[config.mk]
export PLATFORM = sky130hd
export DESIGN_NAME = bram0_stream_loader_flat
export DESIGN_NICKNAME = d
export VERILOG_FILES = /design/src/rtl/bram0_stream_loader_if.sv /design/src/rtl/bram0_stream_loader.sv /design/src/flat_wrapper.sv
export SDC_FILE = /design/constraint.sdc
export NUM_CORES = 1
export LEC_CHECK = 0
export CORE_MARGIN = 2
export CORE_UTILIZATION = 43
export DETAILED_ROUTE_END_ITERATION = 10
export PLACE_DENSITY = 0.81
export RECOVER_POWER = 50
export SLEW_MARGIN = 20
export SYNTH_ARGS = -nofsm -noshare
export SYNTH_HDL_FRONTEND = slang
export SYNTH_SLANG_ARGS = --single-unit
[constraint.sdc]
create_clock -name clk -period 1.8 [get_ports clk]
set_clock_uncertainty 0.1 [all_clocks]
set_input_delay 0.27 -clock clk [delete_from_list [all_inputs] [get_ports clk]]
set_output_delay 0.27 -clock clk [all_outputs]
set_load 0.02 [all_outputs]
[src/rtl/bram0_stream_loader_if.sv]
// Stream-in and BRAM0 write-port bundle for bram0_stream_loader.
// The slave modport is the loader's view; master is the feeder/memory side.
interface bram0_stream_loader_if #(
    parameter int IN_DATA_WIDTH = 8,
    parameter int DWIDTH        = 32,
    parameter int AWIDTH        = 8
);
    logic                     s_valid_i;
    logic [IN_DATA_WIDTH-1:0] s_data_i;
    logic                     s_ready_o;
    logic [AWIDTH-1:0]        addr_b0_o;
    logic                     ce_b0_o;
    logic                     we_b0_o;
    logic [DWIDTH-1:0]        d_b0_o;

    modport master (
        output s_valid_i,
        output s_data_i,
        input  s_ready_o,
        input  addr_b0_o,
        input  ce_b0_o,
        input  we_b0_o,
        input  d_b0_o
    );

    modport slave (
        input  s_valid_i,
        input  s_data_i,
        output s_ready_o,
        output addr_b0_o,
        output ce_b0_o,
        output we_b0_o,
        output d_b0_o
    );
endinterface

[src/rtl/bram0_stream_loader.sv]
// Packs a byte stream four lanes per row into BRAM0 from address 0, then
// hands the row count to the accumulate stage with a one-cycle start pulse.
module bram0_stream_loader #(
    parameter int IN_DATA_WIDTH = 8,
    parameter int DWIDTH        = 32,
    parameter int AWIDTH        = 8,
    parameter int MEM_SIZE      = 256,
    parameter int CNT_BIT       = 31
) (
    input  logic                   clk,
    input  logic                   reset_n,
    input  logic                   load_start_i,
    input  logic [CNT_BIT-1:0]     load_count_i,
    bram0_stream_loader_if.slave   bus,
    input  logic                   acc_idle_i,
    output logic                   start_run_o,
    output logic [CNT_BIT-1:0]     run_count_o,
    output logic                   idle_o,
    output logic                   load_o,
    output logic                   done_o
);

    // Row counters need one extra bit so N == MEM_SIZE is representable.
    localparam int RW = AWIDTH + 1;

    typedef enum logic [1:0] {
        IDLE = 2'd0,
        LOAD = 2'd1,
        KICK = 2'd2,
        DONE = 2'd3
    } state_t;

    state_t                       state, state_next;
    logic [RW-1:0]                rows_n;
    logic [RW-1:0]                row_cnt;
    logic [1:0]                   lane_cnt;
    logic                         s_ready;
    logic [3*IN_DATA_WIDTH-1:0]   pack_p0;
    logic                         wr_vld_p1;
    logic [AWIDTH-1:0]            addr_p1;
    logic [DWIDTH-1:0]            d_p1;

    logic                         load_take;
    logic                         accept;
    logic                         row_done;
    logic                         last_accept;

    function automatic logic [RW-1:0] sat_rows(input logic [CNT_BIT-1:0] cnt);
        if (cnt > CNT_BIT'(MEM_SIZE))
            return RW'(MEM_SIZE);
        else
            return cnt[RW-1:0];
    endfunction

    assign load_take   = (state == IDLE) && load_start_i;
    assign accept      = bus.s_valid_i && s_ready;
    assign row_done    = accept && (lane_cnt == 2'd3);
    assign last_accept = row_done && (row_cnt == rows_n - RW'(1));

    always_ff @(posedge clk or negedge reset_n) begin
        if (!reset_n)
            state <= IDLE;
        else
            state <= state_next;
    end

    always_comb begin
        state_next  = state;
        start_run_o = 1'b0;
        case (state)
            IDLE: begin
                if (load_start_i)
                    state_next = (load_count_i != '0) ? LOAD : DONE;
            end
            LOAD: begin
                // Leave once the final row's write pulse is on the port.
                if (wr_vld_p1 && (row_cnt == rows_n))
                    state_next = KICK;
            end
            KICK: begin
                if (acc_idle_i) begin
                    start_run_o = 1'b1;
                    state_next  = DONE;
                end
            end
            DONE: state_next = IDLE;
            default: state_next = IDLE;
        endcase
    end

    always_ff @(posedge clk or negedge reset_n) begin
        if (!reset_n) begin
            rows_n      <= '0;
            row_cnt     <= '0;
            lane_cnt    <= '0;
            s_ready     <= 1'b0;
            run_count_o <= '0;
        end else if (load_take) begin
            rows_n      <= sat_rows(load_count_i);
            run_count_o <= CNT_BIT'(sat_rows(load_count_i));
            row_cnt     <= '0;
            lane_cnt    <= '0;
            s_ready     <= (load_count_i != '0);
        end else if (accept) begin
            lane_cnt <= lane_cnt + 2'd1;
            if (row_done)
                row_cnt <= row_cnt + RW'(1);
            if (last_accept)
                s_ready <= 1'b0;
        end
    end

    // Stage p0: lanes 0..2 held until the lane-3 element completes the row
    always_ff @(posedge clk or negedge reset_n) begin
        if (!reset_n) begin
            pack_p0 <= '0;
        end else if (accept) begin
            case (lane_cnt)
                2'd0:    pack_p0[0 +: IN_DATA_WIDTH]               <= bus.s_data_i;
                2'd1:    pack_p0[IN_DATA_WIDTH +: IN_DATA_WIDTH]   <= bus.s_data_i;
                2'd2:    pack_p0[2*IN_DATA_WIDTH +: IN_DATA_WIDTH] <= bus.s_data_i;
                default: ;
            endcase
        end
    end

    // Stage p1: single-cycle BRAM0 write; address and data hold afterwards
    always_ff @(posedge clk or negedge reset_n) begin
        if (!reset_n) begin
            wr_vld_p1 <= 1'b0;
            addr_p1   <= '0;
            d_p1      <= '0;
        end else begin
            wr_vld_p1 <= row_done;
            if (row_done) begin
                addr_p1 <= row_cnt[AWIDTH-1:0];
                d_p1    <= {bus.s_data_i, pack_p0};
            end
        end
    end

    assign bus.s_ready_o = s_ready;
    assign bus.ce_b0_o   = wr_vld_p1;
    assign bus.we_b0_o   = wr_vld_p1;
    assign bus.addr_b0_o = addr_p1;
    assign bus.d_b0_o    = d_p1;

    assign idle_o = (state == IDLE);
    assign load_o = (state == LOAD);
    assign done_o = (state == DONE);

endmodule

[src/flat_wrapper.sv]
// flat-port wrapper written by rule: the top's interface ports become plain ports
module bram0_stream_loader_flat 
#(
    parameter int IN_DATA_WIDTH = 8,
    parameter int DWIDTH        = 32,
    parameter int AWIDTH        = 8,
    parameter int MEM_SIZE      = 256,
    parameter int CNT_BIT       = 31
)
  (clk, reset_n, load_start_i, load_count_i, acc_idle_i, start_run_o, run_count_o, idle_o, load_o, done_o, bus_s_valid_i, bus_s_data_i, bus_s_ready_o, bus_addr_b0_o, bus_ce_b0_o, bus_we_b0_o, bus_d_b0_o);
  bram0_stream_loader_if #(.IN_DATA_WIDTH(IN_DATA_WIDTH), .DWIDTH(DWIDTH), .AWIDTH(AWIDTH)) bus_i ();
  input  logic clk;
  input  logic reset_n;
  input  logic load_start_i;
  input  logic [CNT_BIT-1:0] load_count_i;
  input  logic acc_idle_i;
  output logic start_run_o;
  output logic [CNT_BIT-1:0] run_count_o;
  output logic idle_o;
  output logic load_o;
  output logic done_o;
  input wire logic [$bits(bus_i.s_valid_i)-1:0] bus_s_valid_i;
  input wire logic [$bits(bus_i.s_data_i)-1:0] bus_s_data_i;
  output wire logic [$bits(bus_i.s_ready_o)-1:0] bus_s_ready_o;
  output wire logic [$bits(bus_i.addr_b0_o)-1:0] bus_addr_b0_o;
  output wire logic [$bits(bus_i.ce_b0_o)-1:0] bus_ce_b0_o;
  output wire logic [$bits(bus_i.we_b0_o)-1:0] bus_we_b0_o;
  output wire logic [$bits(bus_i.d_b0_o)-1:0] bus_d_b0_o;
  assign bus_i.s_valid_i = bus_s_valid_i;
  assign bus_i.s_data_i = bus_s_data_i;
  assign bus_s_ready_o = bus_i.s_ready_o;
  assign bus_addr_b0_o = bus_i.addr_b0_o;
  assign bus_ce_b0_o = bus_i.ce_b0_o;
  assign bus_we_b0_o = bus_i.we_b0_o;
  assign bus_d_b0_o = bus_i.d_b0_o;
  bram0_stream_loader #(.IN_DATA_WIDTH(IN_DATA_WIDTH), .DWIDTH(DWIDTH), .AWIDTH(AWIDTH), .MEM_SIZE(MEM_SIZE), .CNT_BIT(CNT_BIT)) u_core (.clk(clk), .reset_n(reset_n), .load_start_i(load_start_i), .load_count_i(load_count_i), .bus(bus_i), .acc_idle_i(acc_idle_i), .start_run_o(start_run_o), .run_count_o(run_count_o), .idle_o(idle_o), .load_o(load_o), .done_o(done_o));
endmodule
Yosys cells after proc, flatten, opt, wreduce, memory -nomap -nowiden:

Index checks and enable logic that the tools add are counted.

* logic and storage cells: 59
* output and inout port bits: 78
* bits of input ports: 44
* register bits: 88

* order comparisons: 1
* eq/ne operators: 11
* $add $sub $neg: 3
* multiplexer cells: 16
* reduce and logical (&&, ||, !) cells: 17

Operators by type and width (number)
* two-way mux 9 bit: 4
* greater-than comparator 31 x 9 -> 1 bit, second input constant: 1
* nonzero test 31 bit: 1
* equality test 9 bit: 2
* two-way mux 2 bit: 6
* AND reduction 2 bit: 5
* adder 9 x 1 -> 9 bit, second input constant: 1
* subtractor 9 x 1 -> 9 bit, second input constant: 1
* equality test 2 bit, second input constant: 4
* one-hot mux 2 bit (4 select lines): 1
* nonzero test 2 bit: 3
* logical AND 1 bit: 5
* two-way mux 1 bit: 5
* equality test 2 x 1 -> 1 bit, second input constant: 2
* zero test 2 bit: 2
* != test 2 bit, second input constant: 2
* AND reduction 3 bit: 1
* adder 2 x 1 -> 2 bit, second input constant: 1
* != test 2 x 1 -> 1 bit, second input constant: 1

Depth between registers and ports, before layout:

Gate-level depths: netlist of the first run.

* word-level depth: 6
* gate-level depth with buffers: 9

Worst setup path after synthesis of the first run:

Ideal clock, no wire load.

* kind: reg2reg
* start: register u_core.rows_n[0]
* end: register u_core.s_ready (netlist: u_core.bus.s_ready_o)
* period minus slack after synthesis: 2190 ps
* library setup time: 133 ps
* setup slack: -390 ps
* stages on the path, launching flop included: 10
* arrival: 1957 ps
* cell sequence: dfrtp_1 -> buf_2 -> inv_1 -> ha_1 -> clkbuf_1 -> or3_4 -> o311ai_2 -> o311ai_1 -> a22oi_1 -> a31oi_1

* cells in the longest elaborated chain, start to end: 5

RTL lines
* start: declaration: line bram0_stream_loader.sv:34 `logic [RW-1:0] rows_n;`
* start signal: assignment: line bram0_stream_loader.sv:99 `rows_n <= sat_rows(load_count_i);`
* subtractor 9 x 1 -> 9 bit: line bram0_stream_loader.sv:58 `assign last_accept = row_done && (row_cnt == rows_n - RW'(1));`
* equality test 9 bit: line bram0_stream_loader.sv:58
* logical AND 1 bit: line bram0_stream_loader.sv:58
* nonzero test 2 bit (no line)
* AND reduction 2 bit (no line)
* end signal: assignment: line bram0_stream_loader.sv:103 `s_ready <= (load_count_i != '0);`
* end: declaration: line bram0_stream_loader.sv:37 `logic s_ready;`

No other way between the ends.
A chain may end at the register's enable or synchronous reset.

Final worst setup path of the first run:

Same ends and word-level chain as after synthesis.

==> results of run 1 <==
final timing paths:
| check | startpoint | end | slack, ps |
|---|---|---|---|
| setup / recovery | u_core.rows_n[0] | u_core.bus.s_ready_o | -130 |
| hold / removal | u_core.bus.addr_b0_o[0] | u_core.bus.addr_b0_o[0] | 380 |
| setup reg to reg | u_core.rows_n[0] | u_core.bus.s_ready_o | -130 |
| hold reg to reg | u_core.bus.addr_b0_o[0] | u_core.bus.addr_b0_o[0] | 380 |
| max in group asynchronous | reset_n | u_core.pack_p0[5] | 200 |
| min in group asynchronous | reset_n | u_core.bus.d_b0_o[28] | 450 |
cell families (layout without fill, tap and decap cells):
logic type | count (synthesis) | in the layout | synth area share (%)
adders and majority gates | 10 | 10 | 2.95
DFF | 88 | 88 | 52.0
other | 1 | 22 | 0.0885
AOI/OAI and AO/OA | 34 | 34 | 6.88
xor gates and xnor gates | 23 | 23 | 5.11
muxes | 26 | 26 | 6.97
and+or+nand+nor | 184 | 184 | 18.8
buffers and inverters | 51 | 185 | 7.15
area by class of cell:
| class | instances | area, um^2 |
|---|---|---|
| Sequential cell | 88 | 2210 |
| Tap cell | 133 | 166 |
| Fill cell | 783 | 3730 |
| Timing Repair Buffer | 160 | 1450 |
| Clock inverter | 7 | 73.8 |
| Clock buffer | 9 | 124 |
| Inverter | 9 | 36.3 |
| Multi-Input combinational cell | 299 | 1900 |
registers in the layout, summed over array words and instances (netlist names):
name / cells
u_core.bus.d_b0_o: 32
u_core.pack_p0: 24
u_core.row_cnt: 9
u_core.rows_n: 9
u_core.bus.addr_b0_o: 8
u_core.lane_cnt: 2
u_core.state: 2
u_core.bus.ce_b0_o: 1
u_core.bus.s_ready_o: 1
worst max-delay path, cell delays in order (launching register included):
cell and delay [ps]:
dfrtp_2 380, inv_1 80, ha_4 170, or3_4 330, o311ai_2 210, o311ai_1 150
a22oi_1 230, a31oi_1 140
synthesized netlist by cell type, types with 4 or more instances:
cell and count:
nand2_1 138, dfrtp_1 88, buf_4 24, mux2_2 24
xnor2_1 13, nor2_1 12, ha_1 10, nor4_1 9
inv_1 8, xor2_1 8, a22o_1 7, clkbuf_1 7
a21oi_1 5, buf_2 5, nand3_1 5, o21ai_0 5
buf_1 4, nor3_1 4, o21ai_1 4
cell usage in the layout, fill, tap and decap left out, drive strengths merged, types with 3 or more instances in the layout:
master         instances
clkdlybuf4s15          3
clkdlybuf4s50         84
mux2                  25
nor4                   9
dfrtp                 88
nor3                   4
inv                   13
nand3                  6
xnor2                 15
nand2                138
dlygate4sd2            9
xor2                   8
clkinv                 3
conb                  22
nor2                  12
o21ai                  9
ha                    10
a22o                   7
or3                    3
buf                   54
a21oi                  5
nand4                  4
clkbuf                17
metal layers:
| layer | track usage [%] | vias up |
|---|---|---|
| li1 | - | 1628 |
| met1 | 25.4 | 1690 |
| met2 | 36.7 | 85 |
| met3 | 4.70 | 13 |
| met4 | 6.38 | 0 |
| met5 | 0 | - |
power breakdown:
group          switching, mW  total (mW)  internal, mW
clock                  0.817        1.36         0.548
sequential             0.397        3.07          2.67
combinational           1.65        3.30          1.65
total                   2.86        7.73          4.86
timing repair:
action                                  in CTS  in global routing
hold endpoints to repair                    34                  0
resized for setup                           30                 13
hold buffers                                 1                  0
pin swaps                                    7                  1
endpoints found under the setup margin      18                 16
setup buffers                                1                  2
through the flow:
| step | TNS, ps | util [%] | hold slack (ps) | area, um^2 |
|---|---|---|---|---|
| 2_1_floorplan | -263 | - | -126 | 4360 |
| 3_3_place_gp | -2820 | 59.3 | 173 | 5740 |
| 3_5_place_dp | -4030 | 59.3 | 178 | 5740 |
| 4_1_cts | -133 | 61.8 | 311 | 5980 |
| 5_1_grt | -2310 | 61.5 | 407 | 5950 |
| 6_report | -153 | 61.5 | 380 | 5950 |
==> results.cfg, run 1 <==
[status]
status = finished with violations
violations = negative setup slack

[die]
dieHeight_um = 103
num_rows = 36
fp.dieW_um = 103
die_area_um2 = 10700
start_util_pct = 43.7
core_um2 = 9680
ioPinCount = 122

[drt]
dr_wl_met3_um = 481
dr_wl_met2_um = 5420
drc = 0
met1Wirelength_um = 4340
dr.first_iter.drc_count = 135
highest_layer = met4
vias = 3416
wl_per_cell_um = 14.7
dr.pass1.iters = 4
via_per_inst = 4.85
detail-route-antenna-nets = 0
routed_wl_um = 10400

[synthesis]
synth_top_area_cell = dfrtp_1
synth_area_leaders = dfrtp_1, nand2_1, mux2_2
synthDistinctLibCells = 49
synth_edf_count = 0
syn-mean-instance-area_um2 = 10.2
postSynthCellCount = 417
synthFlopType = dfrtp_1
yosysTopAreaCellShare_pct = 52.0
ys_warn_count = 0
netlist_area_um2 = 4240
yosysSeqAreaShare_pct = 52.0
ys_seq_elements = 88
async_flop_share_pct = 100

[cts]
clock-root-buffer = clkbuf_8
htree_num_levels = 3
cts_buffers = 9
cts.sinks = 88
clk_pin_slew_ps = 100
cts_tree = done
clk_latency_ps = 370
clk_path_buf_depth = 2

[worst_setup_path]
critPathArrivalTime_ps = 2060
reg2reg_depth = 7
cp_max_fo = 2
start_kind = flip-flop
cp_data_required_time_ps = 1930
end_kind = flip-flop
crit_type = flip-flop to flip-flop

[timing]
fin_crit_sh_pct = 107
post-route-min-period_ps = 1930
rsz0062_at_grt = yes
worstMarginPinSlew_ps = 935
slew_headroom_pct = 37.7
fin_ws_ps = -127
max_freq_mhz = 519
drv_slew = 0
setup_viol = 2
final-hold-violation-count = 0

[layout]
area_growth_pct = 40.5
finalNetCount = 621
antenna-diode-count = 0
finalNonFillerCells = 705
drive_gt1_share_pct = 22.7

[power]
power_density_nw_per_um2 = 1300
power_mw = 7.73
power.leakage_nw = 2.81
ir_drop_mv = 0.907

[placement]
dp_cells = 685
place_ws_ps = -272
dpl.hpwl_um = 7850
routabilityCongestion = 0.870
io_buffers = 99

[global_route]
grt_pass1_wl_um = 17000
grt_overflow_total = 0
grt.total_usage_pct = 20.8
grt_max_degree = 38
grt_pass1_vias = 3481
antenna_found_initial = 0

[min_path]
hp-class = flip-flop to flip-flop
hold_depth = 2

[run]
max_cap_violations = 0
No activity file was read; power rests on OpenSTA's default activity.
==> run 2, diff against run 1 <==
--- a/config.mk
+++ b/config.mk
@@ -10,7 +10,6 @@
 export DETAILED_ROUTE_END_ITERATION = 10
 export PLACE_DENSITY = 0.81
 export RECOVER_POWER = 50
-export SLEW_MARGIN = 20
 export SYNTH_ARGS = -nofsm -noshare
 export SYNTH_HDL_FRONTEND = slang
 export SYNTH_SLANG_ARGS = --single-unit
==> results of run 2 <==
Final layout, timing and power as in run 1 (identical DEF).
